### config.mk
export PLATFORM = sky130hd
export DESIGN_NAME = uart_tx_stim
export DESIGN_NICKNAME = d
export VERILOG_FILES = /design/src/rtl/uart_tx_stim.sv
export SDC_FILE = /design/constraint.sdc
export NUM_CORES = 1
export LEC_CHECK = 0
export ABC_AREA = 1
export CAP_MARGIN = 0
export CORE_MARGIN = 3
export CORE_UTILIZATION = 65
export DETAILED_ROUTE_END_ITERATION = 16
export GPL_TIMING_DRIVEN = 0
export PLACE_DENSITY = 0.81
export SETUP_SLACK_MARGIN = 0.3
export SYNTH_ARGS = -nofsm -noshare
export SYNTH_HDL_FRONTEND = slang
export SYNTH_SLANG_ARGS = --single-unit
### constraint.sdc
create_clock -name wb_clk_i -period 8.6 [get_ports wb_clk_i]
set_clock_uncertainty 0.15 [all_clocks]
set_input_delay 0.86 -clock wb_clk_i [delete_from_list [all_inputs] [get_ports wb_clk_i]]
set_output_delay 0.86 -clock wb_clk_i [all_outputs]
set_load 0.02 [all_outputs]
### src/rtl/uart_tx_stim.sv
// ============================================================================
// Module   : uart_tx_stim
// Brief    : FIFO-fed 8N1 UART transmitter (bit = 16 x divisor clocks).
//            Optional parity bit when UART_TX_STIM_PARITY_EN is defined.
// Revision : 1.0 - initial release
// ============================================================================
`default_nettype none

module uart_tx_stim #(
    parameter int FIFO_AW = 4,
    parameter int DIV_W   = 16
) (
    input  logic               wb_clk_i,
    input  logic               wb_rst_i,
    input  logic [DIV_W-1:0]   divisor_i,
    input  logic [7:0]         tx_data_i,
    input  logic               tx_valid_i,
`ifdef UART_TX_STIM_PARITY_EN
    input  logic               parity_odd_i,
`endif
    output logic               tx_ready_o,
    output logic               uart_tx_o,
    output logic               busy_o,
    output logic [FIFO_AW:0]   fifo_level_o,
    output logic               tx_done_o
);

    localparam int               c_DEPTH = 2 ** FIFO_AW;
    localparam logic [FIFO_AW:0] c_FULL  = (FIFO_AW + 1)'(c_DEPTH);
    localparam logic [FIFO_AW:0] c_LONE  = (FIFO_AW + 1)'(1);

`ifdef UART_TX_STIM_PARITY_EN
    typedef enum logic [2:0] {
        S_IDLE   = 3'd0,
        S_START  = 3'd1,
        S_DATA   = 3'd2,
        S_PARITY = 3'd3,
        S_STOP   = 3'd4
    } state_t;
`else
    typedef enum logic [1:0] {
        S_IDLE  = 2'd0,
        S_START = 2'd1,
        S_DATA  = 2'd2,
        S_STOP  = 2'd3
    } state_t;
`endif

    state_t             r_state;
    logic [7:0]         r_mem [c_DEPTH];
    logic [FIFO_AW-1:0] r_wr_ptr;
    logic [FIFO_AW-1:0] r_rd_ptr;
    logic [FIFO_AW:0]   r_level;
    logic               r_ready;
    logic [7:0]         r_shift;
    logic [2:0]         r_bit_cnt;
    logic [3:0]         r_os_cnt;
    logic [DIV_W-1:0]   r_tick_cnt;
    logic [DIV_W-1:0]   r_div_m1;
    logic               r_tx;
    logic               r_done;
`ifdef UART_TX_STIM_PARITY_EN
    logic               r_par;
`endif

    logic               w_push;
    logic               w_pop;
    logic               w_tick;
    logic               w_bit_end;
    logic               w_done_nxt;
    logic [DIV_W-1:0]   w_div_m1;
    logic [7:0]         w_rd_data;
    logic [FIFO_AW:0]   w_level_nxt;

    assign w_div_m1  = (divisor_i == '0) ? '0 : divisor_i - DIV_W'(1);
    assign w_tick    = (r_tick_cnt == '0);
    assign w_bit_end = w_tick && (r_os_cnt == 4'd15);
    assign w_push    = tx_valid_i && r_ready;
    assign w_pop     = (r_level != '0) &&
                       ((r_state == S_IDLE) || ((r_state == S_STOP) && w_bit_end));
    assign w_rd_data = r_mem[r_rd_ptr];

    // Predict the final stop-bit clock one cycle early so tx_done_o is registered.
    assign w_done_nxt = (r_state == S_STOP) &&
                        (((r_tick_cnt == DIV_W'(1)) && (r_os_cnt == 4'd15)) ||
                         (w_tick && (r_div_m1 == '0) && (r_os_cnt == 4'd14)));

    always_comb begin
        w_level_nxt = r_level;
        case ({w_push, w_pop})
            2'b10:   w_level_nxt = r_level + c_LONE;
            2'b01:   w_level_nxt = r_level - c_LONE;
            default: w_level_nxt = r_level;
        endcase
    end

    always_ff @(posedge wb_clk_i) begin
        if (w_push && !wb_rst_i) begin
            r_mem[r_wr_ptr] <= tx_data_i;
        end
    end

    always_ff @(posedge wb_clk_i) begin
        if (wb_rst_i) begin
            r_state    <= S_IDLE;
            r_wr_ptr   <= '0;
            r_rd_ptr   <= '0;
            r_level    <= '0;
            r_ready    <= 1'b1;
            r_shift    <= '0;
            r_bit_cnt  <= '0;
            r_os_cnt   <= '0;
            r_tick_cnt <= '0;
            r_div_m1   <= '0;
            r_tx       <= 1'b1;
            r_done     <= 1'b0;
`ifdef UART_TX_STIM_PARITY_EN
            r_par      <= 1'b0;
`endif
        end else begin
            r_done  <= w_done_nxt;
            r_level <= w_level_nxt;
            r_ready <= (w_level_nxt != c_FULL);
            if (w_push) begin
                r_wr_ptr <= r_wr_ptr + FIFO_AW'(1);
            end
            if (r_state != S_IDLE) begin
                if (w_tick) begin
                    r_tick_cnt <= r_div_m1;
                    r_os_cnt   <= r_os_cnt + 4'd1;
                end else begin
                    r_tick_cnt <= r_tick_cnt - DIV_W'(1);
                end
            end
            if (w_bit_end) begin
                case (r_state)
                    S_START: begin
                        r_state <= S_DATA;
                        r_tx    <= r_shift[0];
                    end
                    S_DATA: begin
                        r_shift <= {1'b0, r_shift[7:1]};
                        if (r_bit_cnt == 3'd7) begin
`ifdef UART_TX_STIM_PARITY_EN
                            r_state <= S_PARITY;
                            r_tx    <= r_par;
`else
                            r_state <= S_STOP;
                            r_tx    <= 1'b1;
`endif
                        end else begin
                            r_bit_cnt <= r_bit_cnt + 3'd1;
                            r_tx      <= r_shift[1];
                        end
                    end
`ifdef UART_TX_STIM_PARITY_EN
                    S_PARITY: begin
                        r_state <= S_STOP;
                        r_tx    <= 1'b1;
                    end
`endif
                    S_STOP: begin
                        r_state <= S_IDLE;
                        r_tx    <= 1'b1;
                    end
                    default: ;
                endcase
            end
            // A pop overrides the STOP->IDLE move so frames run back-to-back.
            if (w_pop) begin
                r_rd_ptr   <= r_rd_ptr + FIFO_AW'(1);
                r_shift    <= w_rd_data;
                r_div_m1   <= w_div_m1;
                r_tick_cnt <= w_div_m1;
                r_os_cnt   <= '0;
                r_bit_cnt  <= '0;
                r_tx       <= 1'b0;
                r_state    <= S_START;
`ifdef UART_TX_STIM_PARITY_EN
                r_par      <= (^w_rd_data) ^ parity_odd_i;
`endif
            end
        end
    end

    assign tx_ready_o   = r_ready;
    assign uart_tx_o    = r_tx;
    assign tx_done_o    = r_done;
    assign fifo_level_o = r_level;
    assign busy_o       = (r_state != S_IDLE) || (r_level != '0);

endmodule

`default_nettype wire

==> impl_results.md, run 1 <==
- Clk pin slew, worst setup/hold paths: 70 ps
- CP max FO: 10
- Slowest cell on crit path: clkdlybuf4s50_1
- Final worst path period need: 3590 ps
- Sw frac: 0.414
- Top cells by area, synth: edfxtp_1 41%, dfxtp_1 15%, nand2_1 8.4%
- Leakage power: 4.13 nW
- DRT antenna net count: 0
- Ordered list of cells on the worst path: inv_1, ha_1, nand4_1, clkbuf_1, clkdlybuf4s50_1
- Slew HR: 0.353
- Critical path buffers and inverters: 3
- Post-synthesis adder-cell area fraction: 0.0267
- Routed wire length: 22900 um
- Max cap viols: 0
- Main synth FF type: edfxtp_1
- Synth Register Bits: 197
- Crit path DAT: 2580 ps
- RR Endpoint: tx_ready_o
- Placed Cells: 1288
- Layout cells sized above 1: 0.0526
- P_int: 2.04 mW
- Residual DRC count: 0
- Cts repair resizes: 0
- Final Hold Fails: 0
- First-pass GRT wire length: 36400 um
- Slew Viols, Final: 0
- Vias in the first global route: 7220
- Status: finished clean
- Clock Tree Buf Depth: 2
- Antenna violations before repair: 0
- Synth warnings: 0
- Reg2Reg Depth: 15
- Wirelength per Cell: 17.3 um
- Post-Synthesis Cells: 1074
- Kind of cell adding the most delay to the critical path: buffers and inverters
- PwrDens: 330 nW/um^2
- Final Setup Violations: 0
- Synth top area share: 0.409
- Mux contribution to synthesized area: 0
- Syn_area_per_cell: 8.74 um^2
- Type of the worst min-delay path: reg -> reg
- Sequential Power Share: 0.346
- Hold Path Depth: 2
- Postcts setup bufs: 0
- GRT Util Overall: 0.293
- IR drop worst, VDD: 0.243 mV
- Hold Buf Count CTS: 0
- Fmax: 278 MHz
- # IOs: 36
- Clock Tree Root: clkbuf_16
- Gpl congestion: 0.941
- Worst Max-Slew Pin Slew: 967 ps
- CP Class: reg -> out
- Layout area overhead: 12.3%
- Post-synthesis cell type count: 36
- 1st-iter DRT viols: 990
- Final #Nets: 1174
- R2R Path Start: fifo_level_o[3]
- Post-synth EDFFs: 128
- NetSw: 1.44 mW
- Simple-gate area share of the yosys netlist: 0.252
- RSZ-0062 raised after global routing: no
- Synthesized area: 9390 um^2
- Clk pwr share: 0.228
- Row count: 43
- Diodes inserted: 0
- Final cell count without fillers: 1320
- CP Launch Type: register
- HPWL Detailed: 15900 um
- HP Start: r_bit_cnt[2]
- Critical Path RT: 7590 ps
- Synth Area in XOR/XNOR: 0.0149
- H-tree Lvls: 4
- Hold path endpoint: r_bit_cnt[2]
- Post-synthesis compound-gate area fraction: 0.0924
- TritonCTS Buffers: 17
- Largest family of logic cells by synthesized area: simple AND/OR/NAND/NOR gates
- Sink Count: 197
- Synth cell count leaders: 209 x nand2_1, 201 x nor2_1, 128 x edfxtp_1, 98 x nand3_1, 89 x o21ai_0
- Synth area leader: edfxtp_1
- Die width: 126 um
- Overflow after GRT: 0
- Clk_lat worst skew: 440 ps
- Comb pwr share: 0.426
- CTS tree: yes
- Die height: 126 um
- Via Count: 7760
- CP max stage delay: 700 ps
- Fin crit share: 0.418
- Core Box Area: 14000 um^2
- Most frequent cell after synthesis: nand2_1
- Vias per inst: 5.88
- Utilization after layout: 0.753
- Largest net degree at the start of global routing: 19
- PortBufs: 34
- Register area share after synthesis: 0.557
- CP Capture Type: output port
- Ys async rst share: 0
- Pre-antenna DRT Iters: 6
- Syn nets: 1121
- DIE AREA: 15900 um^2
- Worst R2R Setup Slack: 5190 ps
- Setup TNS: 0 ps
- Initial Util: 0.671
[worst max path at each step]
stage,start,end,slack (ps),depth (start not counted)
5_1_grt,r_tick_cnt[0],tx_ready_o,4880,18
6_report,r_state[1],busy_o,5010,5
4_1_cts,r_state[1],busy_o,5030,5
3_3_place_gp,r_tick_cnt[0],tx_ready_o,5300,18
2_1_floorplan,fifo_level_o[3],tx_ready_o,5720,15
3_5_place_dp,r_tick_cnt[0],tx_ready_o,5280,18
[stage by stage]
stage / cell area, um^2 / worst slack (ps) / hold WS (ps) / power, mW
detailed placement: 9950 / 5280 / 317 / 2.65
floorplan: 9390 / 5720 / 298 / 2.23
finish: 10500 / 5010 / 325 / 3.48
global route: 10500 / 4880 / 357 / 3.69
global placement: 9950 / 5300 / 307 / 2.62
CTS: 10500 / 5030 / 328 / 3.44
[layout make-up]
class	count	area (um^2)
inverters	85	319
clock buffers	20	437
multi-input cells	748	3620
repair buffers	34	340
flip-flops and latches	197	5230
fillers	1024	3450
well taps	180	225
plain buffers	44	218
clock inverters	12	151
[power groups by stage]
stage / combinational (mW) / clock [mW] / sequential [mW]
2_1_floorplan: 1.02 / 0 / 1.21
3_3_place_gp: 1.41 / 0 / 1.22
3_5_place_dp: 1.44 / 0 / 1.22
4_1_cts: 1.45 / 0.792 / 1.20
5_1_grt: 1.64 / 0.829 / 1.21
6_report: 1.48 / 0.793 / 1.20
[logic make-up (layout without fill, tap and decap cells)]
logic type	count (synthesis)	count (layout)
xor gates and xnor gates	16	16
AOI/OAI and AO/OA	162	162
and+or+nand+nor	550	550
DFF	197	197
buffers and inverters	129	195
adders and majority gates	20	20
[cell usage in the layout (no fill, tap or decap), drive strengths merged, types with 8 or more instances in the layout]
cell type,instances
o211ai,16
nand3,98
edfxtp,128
buf,18
xor2,9
clkinv,8
nand2,214
clkbuf,46
ha,20
a21oi,46
clkdlybuf4s50,34
o21ai,91
nor2,209
nand3b,8
inv,87
dfxtp,69
[tightest hold or removal path, stage by stage (launching register included)]
cell and delay, ps:
dfxtp_1 310, nand2_1 60, a21oi_1 50
[flip-flops by register name, summed over array words and instances (netlist names), named ones only]
signal	cells
r_os_cnt	4
r_shift	8
r_state	2
r_bit_cnt	3
tx_done_o	1
uart_tx_o	1
r_div_m1	16
r_tick_cnt	16
tx_ready_o	1
fifo_level_o	5
r_wr_ptr	4
r_mem	128
r_rd_ptr	4
[per-layer routing]
layer | vias up | GRT usage | part of all wire
li1 | 3708 | - | -
met1 | 3579 | 0.428 | 0.43
met2 | 435 | 0.444 | 0.45
met3 | 38 | 0.0577 | 0.11
met4 | 0 | 0.100 | 0.017
met5 | - | 0 | 0
No activity file was read; power rests on OpenSTA's default activity.
==> run 2: changes to the inputs <==
--- a/config.mk
+++ b/config.mk
@@ -8,10 +8,10 @@
 export ABC_AREA = 1
 export CAP_MARGIN = 0
 export CORE_MARGIN = 3
-export CORE_UTILIZATION = 65
+export CORE_UTILIZATION = 61
 export DETAILED_ROUTE_END_ITERATION = 16
 export GPL_TIMING_DRIVEN = 0
-export PLACE_DENSITY = 0.81
+export PLACE_DENSITY = 0.77
 export SETUP_SLACK_MARGIN = 0.3
 export SYNTH_ARGS = -nofsm -noshare
 export SYNTH_HDL_FRONTEND = slang
==> constraint.sdc (replaced) <==
create_clock -name wb_clk_i -period 3.65 [get_ports wb_clk_i]
set_clock_uncertainty 0.15 [all_clocks]
set_input_delay 0.365 -clock wb_clk_i [delete_from_list [all_inputs] [get_ports wb_clk_i]]
set_output_delay 0.365 -clock wb_clk_i [all_outputs]
set_load 0.02 [all_outputs]
==> impl_results.md, run 2 (synthesis gave the netlist of run 1 again) <==
- Status: finished clean
- Sink Count: 197
- Vias per inst: 5.67
- Via Count: 7518
- Fill cell count: 1160
- Max reg flops: 128
- Post-placement cell area: 9960 um^2
- Commonest non-fill, non-tap cell in the layout: nand2_1
- Die width: 130 um
- Clock Tree Root: clkbuf_16
- First-pass GRT wire length: 35600 um
- RSZ-0062 raised after global routing: no
- Largest registers: r_mem x128, r_div_m1 x16, r_tick_cnt x16
- Reg area: 5230 um^2
- Pre-antenna DRT Iters: 6
- Tot Pwr: 8.32 mW
- Hold Path Depth: 4
- IR drop worst, VDD: 0.560 mV
- Antenna violations before repair: 0
- Slew HR: 0.378
- Worst R2R Setup Slack: 590 ps
- CP Launch Type: register
- Most frequent cells in the layout: 209 x nand2_1, 200 x nor2_1, 128 x edfxtp_1, 97 x nand3_1, 88 x o21ai_0
- Clk_lat worst skew: 440 ps
- Leakage power: 4.16 nW
- Gpl congestion: 0.953
- Type of the worst min-delay path: in -> reg
- Area of the multi-input gates: 3670 um^2
- Reg2Reg Depth: 18
- Fmax: 326 MHz
- Diodes inserted: 0
- Final Hold Fails: 0
- PwrDens: 782 nW/um^2
- Hold_ws: 318 ps
- Vias in the first global route: 6852
- Layout area overhead: 13.4%
- Placed Cells: 1292
- CTS tree: yes
- Max cap viols: 0
- CP Capture Type: register
- R2R Path Start: r_tick_cnt[0]
- Row count: 44
- Final cell count without fillers: 1325
- Clock Tree Buf Depth: 2
- Fin area: 10600 um^2
- Crit path DAT: 3240 ps
- HPWL Detailed: 15600 um
- Post-route setup slack: 586 ps
- Overflow after GRT: 0
- Wirelength per Cell: 17.1 um
- Utilization after layout: 0.719
- Pre-CTS setup slack: 173 ps
- Routed wire length: 22600 um
- CP Class: reg -> reg
- # IOs: 36
- Core Box Area: 14800 um^2
- Hold path endpoint: r_tick_cnt[11]
- Setup TNS: 0 ps
- Hold Buf Count CTS: 0
- Fin crit share: 0.839
- Initial Util: 0.634
- TritonCTS Buffers: 17
- Reg with most FFs: r_mem
- CP max FO: 11
- DIE AREA: 16900 um^2
- HP Start: wb_rst_i
- Residual DRC count: 0
- Slew Viols, Final: 0
- H-tree Lvls: 4
- GRT Util Overall: 0.277
- Critical Path RT: 3830 ps
- DRT antenna net count: 0
- Clk pin slew, worst setup/hold paths: 70 ps
- Final worst path period need: 3060 ps
- Largest net degree at the start of global routing: 20
- RR Endpoint: tx_ready_o
- 1st-iter DRT viols: 897
- Worst Max-Slew Pin Slew: 929 ps
- Layout cells sized above 1: 0.0613
- PortBufs: 34
- Die height: 130 um
- Final Setup Violations: 0
- Final #Nets: 1175
## run 2: timing repair
| item | in CTS | in global routing |
|---|---|---|
| setup endpoints to repair | 2 | 2 |
| setup buffers | 1 | 0 |
| pin swaps | 1 | 0 |
| resized for setup | 2 | 8 |
## run 2: where the power goes
group	leakage [nW]	switching [mW]	total, mW	internal (mW)
Clock	0.305	0.880	1.99	1.11
Sequential	1.72	0.199	2.83	2.63
Combinational	2.14	2.31	3.50	1.19
Total	4.16	3.39	8.32	4.93
## run 2: routing by layer
metal  vias to the layer above  wire length (um)  global-route usage  share of wire
met3                        36              2140              0.0561          0.095
met5                         -                 0                   0              0
met4                         0               311              0.0721          0.014
li1                       3700                 -                   -              -
met1                      3458             10100               0.414           0.44
met2                       324             10100               0.419           0.45
## run 2: how the worst max path moves through the flow
stage                         start          to  slack, ps  depth (start not counted)
finish                r_tick_cnt[0]  tx_ready_o        590                         18
detailed placement    r_tick_cnt[0]  tx_ready_o        170                         18
CTS                     r_os_cnt[1]  tx_ready_o        300                         16
floorplan           fifo_level_o[3]  tx_ready_o        770                         15
global placement      r_tick_cnt[0]  tx_ready_o        330                         18
global route          r_tick_cnt[0]  tx_ready_o        320                         17
## run 2: worst max-delay path, cell delays in order, from the launching register on
cell and delay (ps):
dfxtp_1 360, inv_1 110, ha_1 210, nand2_2 130, nor2_4 140, nand4_4 140, a21boi_4 220, buf_6 200
ha_4 190, xor2_2 90, ha_1 220, o21ai_2 180, nor2_1 60, nand2_1 70, nand3_1 100, nand2_1 80
nand2_1 40, nor2_1 160, nand2_1 80
## run 2: area by class of cell
type | instances | area share
Multi-Input combinational cell | 748 | 0.344
Inverter | 85 | 0.0300
Timing Repair Buffer | 35 | 0.0327
Tap cell | 184 | 0.0216
Buffer | 44 | 0.0208
Sequential cell | 197 | 0.491
Clock buffer | 18 | 0.0403
Clock inverter | 14 | 0.0194
==> run 3: changes to the inputs <==
--- a/config.mk
+++ b/config.mk
@@ -8,10 +8,10 @@
 export ABC_AREA = 1
 export CAP_MARGIN = 0
 export CORE_MARGIN = 3
-export CORE_UTILIZATION = 61
+export CORE_UTILIZATION = 55
 export DETAILED_ROUTE_END_ITERATION = 16
 export GPL_TIMING_DRIVEN = 0
-export PLACE_DENSITY = 0.77
+export PLACE_DENSITY = 0.73
 export SETUP_SLACK_MARGIN = 0.3
 export SYNTH_ARGS = -nofsm -noshare
 export SYNTH_HDL_FRONTEND = slang
==> constraint.sdc (replaced) <==
create_clock -name wb_clk_i -period 2.5 [get_ports wb_clk_i]
set_clock_uncertainty 0.15 [all_clocks]
set_input_delay 0.25 -clock wb_clk_i [delete_from_list [all_inputs] [get_ports wb_clk_i]]
set_output_delay 0.25 -clock wb_clk_i [all_outputs]
set_load 0.02 [all_outputs]
==> impl_results.md, run 3 (synthesis gave the netlist of run 1 again) <==
- Gpl congestion: 0.903
- Sink Count: 197
- Sequential Power Share: 0.308
- Core Box Area: 16600 um^2
- Commonest non-fill, non-tap cell in the layout: nand2_1
- Post-placement cell area: 10100 um^2
- CP max stage delay: 370 ps
- Placed Cells: 1328
- Die width: 137 um
- Type of the worst min-delay path: in -> reg
- Crit path DAT: 2870 ps
- Wirelength per Cell: 17.9 um
- H-tree Lvls: 4
- Pre-CTS setup slack: -573 ps
- Hold Buf Count CTS: 0
- Fin crit share: 1.07
- CP endpoint: tx_ready_o
- Max cap viols: 0
- Routed wire length: 25200 um
- Via Count: 7951
- DIE AREA: 18700 um^2
- CTS tree: yes
- Status: finished, violations left
- Clk pwr share: 0.208
- GRT Util Overall: 0.276
- Overflow after GRT: 0
- Residual DRC count: 0
- Gr busiest metal: met2
- Clock Tree Buf Depth: 2
- Reg area: 5250 um^2
- CP Launch Type: register
- Slew Viols, Final: 0
- Slew HR: 0.505
- PwrDens: 1200 nW/um^2
- PortBufs: 34
- R2R Path Start: r_tick_cnt[12]
- Leakage power: 4.49 nW
- Slowest cell on crit path: dfxtp_4
- Critical Path RT: 2680 ps
- Met2 Use GR: 0.423
- Reg2Reg Depth: 17
- HPWL Detailed: 16300 um
- Ordered list of cells on the worst path: nor2_4, nand2_1, nor2_4, nand4_4, a21boi_4, buf_8, ha_4, xor2_4, ha_4, o21ai_4, nor2_1, nand2_1, nand3_2, nand2_1, nand2_1, nor2_2, nand2_1
- Fmax: 373 MHz
- Cell mode on critical path: nand2_1
- Vias per inst: 5.64
- # IOs: 36
- Sw frac: 0.415
- First-pass GRT wire length: 38900 um
- Post-route setup slack: -183 ps
- Pre-antenna DRT Iters: 6
- Final worst path period need: 2680 ps
- 1st-iter DRT viols: 861
- CP Capture Type: register
- Fin area: 11400 um^2
- Clock Tree Root: clkbuf_16
- Reg with most FFs: r_mem
- Vias in the first global route: 7326
- GR Layer Usage met3: 0.0533
- Largest registers: r_mem x128, r_div_m1 x16, r_tick_cnt x16
- Area of the multi-input gates: 3920 um^2
- CP Class: reg -> reg
- Row count: 47
- P_int: 7.99 mW
- Worst Max-Slew Pin Slew: 740 ps
- Comb pwr share: 0.484
- Setup crit start: r_tick_cnt[12]
- Clk pin slew, worst setup/hold paths: 70 ps
- Final Hold Fails: 0
- Initial Util: 0.564
- Final cell count without fillers: 1411
- Fill cell count: 1269
- RSZ-0062 raised after global routing: yes
- NetSw: 5.66 mW
- Final #Nets: 1225
- Largest net degree at the start of global routing: 20
- Failing checks: setup timing
- Layout area overhead: 21.6%
- Antenna violations before repair: 0
- Worst R2R Setup Slack: -180 ps
- Setup TNS: -359 ps
- Max reg flops: 128
- Die height: 137 um
- RR Endpoint: tx_ready_o
- Final Setup Violations: 2
- Diodes inserted: 0
- Most frequent cells in the layout: 206 x nand2_1, 178 x nor2_1, 128 x edfxtp_1, 92 x nand3_1, 80 x o21ai_0
- Layout cells sized above 1: 0.167
- IR drop worst, VDD: 0.936 mV
- CP max FO: 4
- Met1 usage: 0.397
- Clk_lat worst skew: 440 ps
- DRT antenna net count: 0
- Utilization after layout: 0.686
- TritonCTS Buffers: 17
-- run 3: cell types whose count changed in the layout (fill, tap and decap cells not counted), sizes merged --
cell,previous run,this run
inv,89,90
buf,19,65
clkinvlp,2,3
clkinv,5,4
clkbuf,44,49
bufinv,3,2
clkdlybuf4s50,34,33
-- run 3: worst max-delay path: cells and delay by family (launching register included) --
kind                       cells  cell delay [ps]
and+or+nand+nor               11             1120
buffers and inverters          1              130
DFF                            1              370
adders and majority gates      2              350
AOI/OAI and AO/OA              2              360
xor gates and xnor gates       1               90
-- run 3: per-stage QoR --
| stage | hold WS (ps) | total power [mW] |
|---|---|---|
| final | 178 | 13.6 |
| after global routing | 225 | 14.4 |
| after CTS | 159 | 13.0 |
| after detailed placement | 312 | 9.33 |
| after global placement | 307 | 9.23 |
| after floorplan | 199 | 7.83 |
-- run 3: layout make-up --
cell class                 instances  area share
tap                              220      0.0241
clock inverter                    14      0.0158
sequential                       197       0.460
timing repair buffer              85      0.0672
multi-input combinational        748       0.343
inverter                          85      0.0288
clock buffer                      18      0.0376
buffer                            44      0.0235
-- run 3: routing by layer --
metal,wire (um),vias to the layer above
met5,0,-
li1,-,3808
met3,2240,59
met4,540,0
met1,10700,3693
met2,11700,391
-- run 3: worst min path at each step --
| stage | slack, ps | from | depth (start not counted) | endpoint |
|---|---|---|---|---|
| after floorplan | 200 | tx_data_i[0] | 0 | r_mem[0][0] |
| after global placement | 310 | r_bit_cnt[2] | 2 | r_bit_cnt[2] |
| after detailed placement | 310 | r_bit_cnt[1] | 2 | r_bit_cnt[1] |
| after CTS | 160 | wb_rst_i | 4 | r_tick_cnt[11] |
| after global routing | 220 | wb_rst_i | 4 | r_tick_cnt[11] |
| final | 180 | wb_rst_i | 4 | r_tick_cnt[11] |
-- run 3: power groups by stage --
stage | logic [mW] | registers, mW | clock network (mW)
after floorplan | 3.64 | 4.18 | 0
after global placement | 5.03 | 4.20 | 0
after detailed placement | 5.12 | 4.20 | 0
after CTS | 5.93 | 4.16 | 2.86
after global routing | 7.23 | 4.23 | 2.98
final | 6.61 | 4.20 | 2.84
-- run 3: repair_timing --
action | in CTS | in global routing
resized for setup | 49 | 82
endpoints found under the setup margin | 19 | 150
setup buffers | 35 | 16
pin swaps | 22 | 14
cloned | 0 | 0
